==> src/rtl/fetch_queue_unit.sv <==
// Instruction fetch unit: single-outstanding memory fetcher feeding a circular queue of {ins, pc, pred}.
// Optional JAL target following is enabled by defining IFQ_JAL_PRED_EN.
module fetch_queue_unit #(
    parameter int          QDEPTH   = 4,
    parameter logic [31:0] RESET_PC = 32'h0
) (
    input  logic        clk,
    input  logic        rst,
    input  logic        rdy,
    output logic        mem_req_o,
    output logic [31:0] mem_addr_o,
    input  logic        mem_valid_i,
    input  logic [31:0] mem_data_i,
    input  logic        redirect_i,
    input  logic [31:0] redirect_pc_i,
    output logic        ins_valid_o,
    input  logic        ins_ready_i,
    output logic [31:0] ins_o,
    output logic [31:0] pc_o,
    output logic        pred_jump_o
);
    localparam int          PW      = $clog2(QDEPTH);
    localparam logic [PW:0] DEPTH_C = (PW + 1)'(QDEPTH);

    typedef enum logic {IDLE, WAIT} state_t;

    state_t        r_state;
    logic          r_mem_req;
    logic [31:0]   r_mem_addr;
    logic [31:0]   r_fetch_pc;
    logic          r_drop;
    logic [PW-1:0] r_head;
    logic [PW-1:0] r_tail;
    logic [PW:0]   r_count;
    logic [31:0]   r_q_ins [QDEPTH];
    logic [31:0]   r_q_pc  [QDEPTH];

    logic          w_push;
    logic          w_pop;
    logic          w_space;
    logic [31:0]   w_next_pc;

    assign ins_valid_o = (r_count != '0);
    assign w_space     = (r_count < DEPTH_C);
    // A response is only queued when it belongs to the current fetch stream.
    assign w_push      = (r_state == WAIT) && mem_valid_i && !r_drop && !redirect_i;
    assign w_pop       = ins_valid_o && ins_ready_i && !redirect_i;

    assign mem_req_o   = r_mem_req;
    assign mem_addr_o  = r_mem_addr;
    assign ins_o       = ins_valid_o ? r_q_ins[r_head] : 32'h0;
    assign pc_o        = ins_valid_o ? r_q_pc[r_head]  : 32'h0;

`ifdef IFQ_JAL_PRED_EN
    logic          r_q_pred [QDEPTH];
    logic          w_is_jal;
    logic [31:0]   w_jal_imm;

    assign w_is_jal  = (mem_data_i[6:0] == 7'b1101111);
    assign w_jal_imm = {{11{mem_data_i[31]}}, mem_data_i[31], mem_data_i[19:12],
                        mem_data_i[20], mem_data_i[30:21], 1'b0};
    assign w_next_pc = w_is_jal ? (r_fetch_pc + w_jal_imm) : (r_fetch_pc + 32'd4);
    assign pred_jump_o = ins_valid_o & r_q_pred[r_head];

    always_ff @(posedge clk) begin
        if (!rst && rdy && w_push)
            r_q_pred[r_tail] <= w_is_jal;
    end
`else
    assign w_next_pc   = r_fetch_pc + 32'd4;
    assign pred_jump_o = 1'b0;
`endif

    always_ff @(posedge clk) begin
        if (!rst && rdy && w_push) begin
            r_q_ins[r_tail] <= mem_data_i;
            r_q_pc[r_tail]  <= r_fetch_pc;
        end
    end

    always_ff @(posedge clk) begin
        if (rst) begin
            r_state    <= IDLE;
            r_mem_req  <= 1'b0;
            r_mem_addr <= 32'h0;
            r_fetch_pc <= RESET_PC;
            r_drop     <= 1'b0;
            r_head     <= '0;
            r_tail     <= '0;
            r_count    <= '0;
        end else if (rdy) begin
            if (redirect_i) begin
                r_count    <= '0;
                r_head     <= r_tail;
                r_fetch_pc <= redirect_pc_i;
                // An in-flight request cannot be cancelled; its response must be swallowed.
                if (r_state == WAIT && !mem_valid_i) begin
                    r_drop <= 1'b1;
                end else begin
                    r_drop     <= 1'b0;
                    r_state    <= IDLE;
                    r_mem_req  <= 1'b0;
                    r_mem_addr <= 32'h0;
                end
            end else begin
                if (w_push)
                    r_tail <= r_tail + 1'b1;
                if (w_pop)
                    r_head <= r_head + 1'b1;
                if (w_push && !w_pop)
                    r_count <= r_count + 1'b1;
                else if (!w_push && w_pop)
                    r_count <= r_count - 1'b1;

                case (r_state)
                    IDLE: begin
                        if (w_space) begin
                            r_state    <= WAIT;
                            r_mem_req  <= 1'b1;
                            r_mem_addr <= r_fetch_pc;
                        end
                    end
                    WAIT: begin
                        if (mem_valid_i) begin
                            r_state    <= IDLE;
                            r_mem_req  <= 1'b0;
                            r_mem_addr <= 32'h0;
                            if (r_drop)
                                r_drop <= 1'b0;
                            else
                                r_fetch_pc <= w_next_pc;
                        end
                    end
                    default: r_state <= IDLE;
                endcase
            end
        end
    end
endmodule

==> config.mk <==
export PLATFORM = sky130hd
export DESIGN_NAME = fetch_queue_unit
export DESIGN_NICKNAME = d
export VERILOG_FILES = /design/src/rtl/fetch_queue_unit.sv
export SDC_FILE = /design/constraint.sdc
export NUM_CORES = 1
export LEC_CHECK = 0
export ABC_CLOCK_PERIOD_IN_PS = 4400
export CAP_MARGIN = 25
export CORE_UTILIZATION = 55
export DETAILED_ROUTE_END_ITERATION = 16
export PLACE_DENSITY = 0.78
export SLEW_MARGIN = 10
export SYNTH_ARGS = -nofsm -noshare
export SYNTH_HDL_FRONTEND = slang
export SYNTH_SLANG_ARGS = --single-unit
==> constraint.sdc <==
create_clock -name clk -period 4.4 [get_ports clk]
set_input_delay 0.66 -clock clk [delete_from_list [all_inputs] [get_ports clk]]
set_output_delay 0.66 -clock clk [all_outputs]
set_load 0.01 [all_outputs]
==> flow_summary_export.csv, run 1 <==
group,metric,value,unit
clocking,clkTransAtPathRegs,0.06,ns
worst_setup_path,criticalPathCategory,"register to primary output",
logic_synthesis,yosysSeqAreaShare,68.5,%
clocking,cts_setup_buffers,0,
clocking,cts_tree,"done",
floorplanning,die_x,158,um
power,power_density,397,nW/um^2
job,cap_violations,0,
route,ant_nets,0,
placed_design,place_inst,1313,
clocking,cts-root-buf,"clkbuf_16",
route,first_iter_violations,933,
worst_setup_path,worst_ep_required_time,3.74,ns
route,wl_per_cell,22.0,um
logic_synthesis,synth_fp_nets,948,
global_routing,track_usage,24.7,%
power,ir_drop,0.000267,V
floorplanning,core,23800,sq um
sta,finalHoldViolations,0,
floorplanning,fp.dieH,158,um
worst_setup_path,path_buf_inv,2,
worst_setup_path,cp_slowest_cell,"dfxtp_4",
clocking,cts_inserted_buffers,34,
placed_design,gp_congestion,0.866,
route,totalWireLength,30200,um
logic_synthesis,syn_area,13400,sq um
placed_design,portBuffers,167,
route,via_per_inst,6.06,
global_routing,grt_first_pass_wirelength,45900,um
worst_setup_path,endpoint_kind,"primary output",
placed_design,hpwl,18200,um
power,swShare,21.5,%
layout,regArea,9220,sq um
global_routing,grt_pass1_vias,7857,
clocking,post_cts_resized,0,
placed_design,place_ws,0.999,ns
power,p_sw,0.00140,W
worst_setup_path,slowest_delay,0.82,ns
logic_synthesis,synth_edf_count,256,
sta,clock_skew,0.0215,ns
logic_synthesis,yosys.area.top_type,"edfxtp_1",
global_routing,grt-ovfl-total,0,
sta,drv_slew,0,
layout,syn_to_final_growth,22.5,%
logic_synthesis,synth_cells,872,
floorplanning,rows,56,
layout,fin_cells,1374,
power,p_comb_share,5.2,%
worst_hold_path,hold_path_class,"register to register",
logic_synthesis,synth.distinct_cells,66,
floorplanning,start_util,56.6,%
route,dr.pass1.iters,6,
floorplanning,dieArea,25100,sq um
logic_synthesis,synth.area.top_cells,"edfxtp_1 57%, dfxtp_1 11%, mux4_2 11%, and2_1 3.4%, a22oi_1 2.2%",
worst_setup_path,start_kind,"register",
sta,max_freq,279,MHz
worst_setup_path,critPathTopFamily,"buffers and inverters",
floorplanning,io_pins,169,
route,drc_errors,0,
logic_synthesis,ys_ff_latch,332,
worst_setup_path,crit_chain,"buf_4, mux4_2, and2_1, clkdlybuf4s50_1",
global_routing,grt_antenna_before_repair,0,
layout,final_core_util,69.4,%
power,pwr-share-seq,53.2,%
sta,fin_crit_sh,81.6,%
logic_synthesis,synth_ff_type,"edfxtp_1",
logic_synthesis,async_flop_share,0,%
clocking,cts_hold_buf,0,
route,routed-via-count,8327,
global_routing,grt_max_degree,76,
clocking,cts.sinks,332,
clocking,clock_latency,0.52,ns
logic_synthesis,synth_top_area_share,57.2,%
layout,drive_above_1_share,14.3,%
clocking,cts_buffer_depth,3,
power,p_leak,5.32,nW
sta,grt_setup_unrepaired,"no",
layout,diodes,0,
worst_setup_path,cp_data_arrival_time,2.93,ns
sta,maxSlewHeadroom,38.0,%
logic_synthesis,syn_area_per_cell,15.4,sq um
status,outcome,"finished, final reports clean",
layout,finalNetCount,1106,
sta,finalSetupViolCount,0,
sta,fin_tns_setup,0,ns
sta,final.setup.worst_slack,0.809,ns
clocking,cts-htree-levels,2,
power,p_int,0.00513,W
logic_synthesis,yosysWarnings,0,
layout,fillers,1549,
layout,multiInputGateArea,3960,sq um
power,p_clk_share,41.7,%
sta,fin_crit,3.59,ns
sta,tightest_slew,0.930,ns
worst_setup_path,crit_fanout,36,
## worst register-to-register path: cells and delay by family, from the launching register on
kind,cells,cell delay (ns)
buf+inv,1,0.40
flops,1,0.56
simple gates,4,1.43
## sequential cells by signal (all words and copies together), names as in the netlist, named ones only
signal and count:
r_tail 2, r_state 1, r_q_ins 128, mem_addr_o 32, r_count 3, mem_req_o 1
r_head 2, r_fetch_pc 32, r_q_pc 128, r_drop 1
## final timing paths
check	start	cells past startpoint	slack (ns)	end
max	register	4	0.81	ins_o[23]
min	r_head[1]	2	0.51	register
max reg2reg	r_state	5	1.67	r_q_pc[1][3]
min reg2reg	r_head[1]	2	0.51	register
## layer usage
layer	wire (um)	part of all wire, %	up-vias	track usage, %
met2	13900	46	439	38.1
li1	-	-	3731	-
met1	12800	43	4095	35.9
met4	778	2.6	0	7.51
met5	0	0	-	0
met3	2620	8.7	62	4.46
## synth_stat cells (2+ instances only)
| master | n |
|---|---|
| buf_1 | 7 |
| buf_4 | 2 |
| nor4b_1 | 2 |
| clkbuf_1 | 30 |
| ha_1 | 5 |
| buf_2 | 24 |
| or3_1 | 3 |
| o311a_1 | 3 |
| a32o_1 | 4 |
| a311o_1 | 3 |
| nor3_1 | 12 |
| a211oi_1 | 5 |
| a21oi_1 | 26 |
| a31oi_1 | 4 |
| o41ai_1 | 4 |
| and4_4 | 3 |
| o21ai_1 | 3 |
| a311oi_1 | 5 |
| a32oi_1 | 2 |
| nand3_1 | 20 |
| nand2_1 | 40 |
| o31ai_1 | 4 |
| a221oi_1 | 5 |
| mux4_2 | 64 |
| o31a_1 | 2 |
| nor2_1 | 65 |
| dfxtp_1 | 76 |
| nand3b_1 | 2 |
| o21ai_0 | 16 |
| and4_1 | 3 |
| mux2i_1 | 4 |
| and2_1 | 73 |
| inv_1 | 9 |
| a22oi_1 | 39 |
| nand4_1 | 7 |
| xnor2_1 | 2 |
| edfxtp_1 | 256 |
| and3_1 | 5 |
| nor4_1 | 6 |
## area by class of cell
class                           count  share of cell area, %
Sequential cell                   332                   55.9
Clock inverter                     19                   1.00
Timing Repair Buffer              185                   11.1
Clock buffer                       42                   5.35
Tap cell                          319                   2.42
Inverter                           10                  0.228
Multi-Input combinational cell    467                   24.0
## stage by stage
step	cell area [sq um]	hold WS [ns]	power, W
2_1_floorplan	13400	0.455	0.00369
3_3_place_gp	15400	0.472	0.00387
3_5_place_dp	15400	0.489	0.00387
4_1_cts	16500	0.509	0.00657
5_1_grt	16500	0.530	0.00672
6_report	16500	0.509	0.00653
## layout by cell type (no fill, tap or decap), drive strengths merged, types with 3 or more instances in the layout
cell type / n
edfxtp: 256
clkdlybuf4s50: 165
dfxtp: 76
and2: 73
nor2: 66
mux4: 64
clkbuf: 42
nand2: 41
a22oi: 39
a21oi: 26
nand3: 20
buf: 20
o21ai: 19
nor3: 14
clkinv: 14
inv: 13
nand4: 8
nor4: 6
and4: 6
a211oi: 5
and3: 5
a311oi: 5
a221oi: 5
ha: 5
a32o: 5
o41ai: 4
mux2i: 4
o31ai: 4
a31oi: 4
o311a: 3
a311o: 3
or3: 3
## power groups by stage
stage | Sequential, W | Clock [W] | Combinational (W)
floorplan | 0.00350 | 0 | 0.000195
global placement | 0.00354 | 0 | 0.000331
detailed placement | 0.00354 | 0 | 0.000335
CTS | 0.00347 | 0.00276 | 0.000339
global route | 0.00348 | 0.00288 | 0.000365
finish | 0.00347 | 0.00272 | 0.000338
## logic make-up after synthesis
group	share of synthesized area, %
muxes	11.1
xor gates and xnor gates	0.130
adders and majority gates	0.614
buffers and inverters	2.32
AOI/OAI and AO/OA	7.19
and+or+nand+nor	10.1
other	0.0279
DFF	68.5
No activity file was read; power rests on OpenSTA's default activity.
==> inputs of run 2 (changes only) <==
Settings changed: ABC_CLOCK_PERIOD_IN_PS 4400 to 3200, CORE_UTILIZATION 55 to 50, PLACE_DENSITY 0.78 to 0.75.
Clock period 4.4 ns to 3.2 ns, I/O delays scaled along.
==> run 2 against run 1 <==
The flow now finishes with violations (design-rule violations); power rose by 43%; flip-flop and latch count unchanged; non-clock buffer count up 19; clock power increased by 50%; register-to-register slack worse by 0.91 ns; core utilization fell by 5.0 points; combinational power rose by 47%; sequential power rose by 37%; worst setup slack worse by 0.54 ns; worst hold slack got worse by 0.087 ns; routed wire length down 1.3%; critical path type unchanged; largest power group unchanged; highest routed layer unchanged.
==> flow_summary_export.csv, run 2 (synthesis gave the netlist of run 1 again) <==
group,metric,value,unit
global_routing,grt_antenna_before_repair,0,
worst_setup_path,crit_fanout,27,
clocking,cts_buffer_depth,3,
global_routing,grt_use_met1,31.4,%
worst_setup_path,crit_chain,"buf_4, mux4_2, and2_1, clkdlybuf4s50_1",
sta,fin_tns_setup,0,ns
floorplanning,io_pins,169,
route,ant_nets,0,
floorplanning,core,26200,sq um
route,via_per_inst,5.87,
worst_setup_path,endpoint_kind,"primary output",
route,wl_per_cell,21.1,um
status,outcome,"complete, but fails checks",
clocking,cts_tree,"done",
clocking,cts_hold_buf,0,
clocking,cts_inserted_buffers,35,
power,power_density,554,nW/um^2
clocking,cts-htree-levels,2,
global_routing,use_met2,35.1,%
layout,layout_commonest_cell,"edfxtp_1",
sta,fin_crit,2.93,ns
global_routing,globalRouteMet3Util,3.60,%
layout,fillers,1890,
sta,grt_setup_unrepaired,"no",
sta,drv_slew,0,
global_routing,grt_most_used_layer,"met2",
worst_setup_path,criticalPathCategory,"register to primary output",
floorplanning,rows,59,
global_routing,grt_pass1_vias,8284,
placed_design,portBuffers,167,
sta,tightest_slew,0.593,ns
layout,diodes,0,
clocking,clock_latency,0.52,ns
route,drc_errors,14,
layout,final_core_util,64.4,%
sta,finalSetupViolCount,0,
status,violations,"design-rule violations",
layout,fin_cells,1412,
power,ir_drop,0.000345,V
sta,clock_skew,0.0171,ns
floorplanning,start_util,51.3,%
floorplanning,fp.dieH,166,um
worst_hold_path,hold_path_class,"primary input to register",
layout,drive_above_1_share,16.7,%
global_routing,grt_first_pass_wirelength,46700,um
power,p_leak,5.50,nW
worst_setup_path,start_kind,"register",
worst_setup_path,cp_data_arrival_time,2.45,ns
clocking,cts-root-buf,"clkbuf_16",
placed_design,place_inst,1341,
global_routing,grt-ovfl-total,0,
placed_design,hpwl,18500,um
layout,layout_common_cells,"256 x edfxtp_1, 165 x clkdlybuf4s50_1, 74 x dfxtp_1",
floorplanning,dieArea,27600,sq um
worst_setup_path,cp_slowest_cell,"dfxtp_4",
layout,top_regs,"r_q_ins (128), r_q_pc (128)",
sta,maxSlewHeadroom,60.4,%
layout,syn_to_final_growth,25.5,%
clocking,clkTransAtPathRegs,0.06,ns
worst_setup_path,critPathTopFamily,"buffers and inverters",
worst_setup_path,slowest_delay,0.62,ns
sta,fin_crit_sh,91.7,%
route,routed-via-count,8284,
clocking,cts.sinks,332,
placed_design,gp_congestion,0.858,
worst_setup_path,worst_ep_required_time,2.72,ns
global_routing,track_usage,21.9,%
job,cap_violations,0,
worst_setup_path,path_buf_inv,2,
global_routing,grt_max_degree,66,
floorplanning,die_x,166,um
sta,finalHoldViolations,0,
route,first_iter_violations,723,
layout,finalNetCount,1126,
route,dr.pass1.iters,12,
sta,max_freq,341,MHz
route,totalWireLength,29800,um
[run 2: metrics by stage]
stage	area (sq um)	setup slack [ns]	hold slack [ns]	power [W]
2_1_floorplan	13400	0.0446	0.455	0.00508
5_1_grt	16900	0.165	0.435	0.00963
6_report	16900	0.266	0.422	0.00934
3_3_place_gp	15600	0.561	0.472	0.00532
4_1_cts	16800	0.0527	0.403	0.00940
3_5_place_dp	15600	0.517	0.494	0.00534
[run 2: final timing paths]
check	endpoint	cells after the start	startpoint	slack [ns]
min reg2reg	register	2	r_head[1]	0.50
min	mem_addr_o[29]	2	rst	0.42
max reg2reg	r_fetch_pc[30]	6	r_fetch_pc[2]	0.76
max	pc_o[31]	4	register	0.27
[run 2: layout make-up]
class / instances / area (sq um) / area share (%)
clock inverters: 18 / 206 / 1.22
well taps: 335 / 419 / 2.48
clock buffers: 46 / 970 / 5.75
inverters: 10 / 37.5 / 0.223
flip-flops and latches: 332 / 9220 / 54.6
multi-input cells: 467 / 3960 / 23.5
repair buffers: 204 / 2060 / 12.2
[run 2: routing by layer]
metal,part of all wire [%],wire length [um],up-vias
met4,1.8,532,0
met1,43,12800,4111
met2,48,14200,358
li1,-,-,3768
met5,0,0,-
met3,7.5,2240,47
[run 2: timing repair]
item,4_1_cts,5_1_grt
endpoints found under the hold margin,0,0
setup buffers,0,7
gates resized for setup,0,0
setup endpoints to repair,0,6
[run 2: report_power, final]
part / internal, W / switching [W]
logic: 0.000261 / 0.000237
registers: 0.00467 / 0.0000867
clock network: 0.00247 / 0.00161
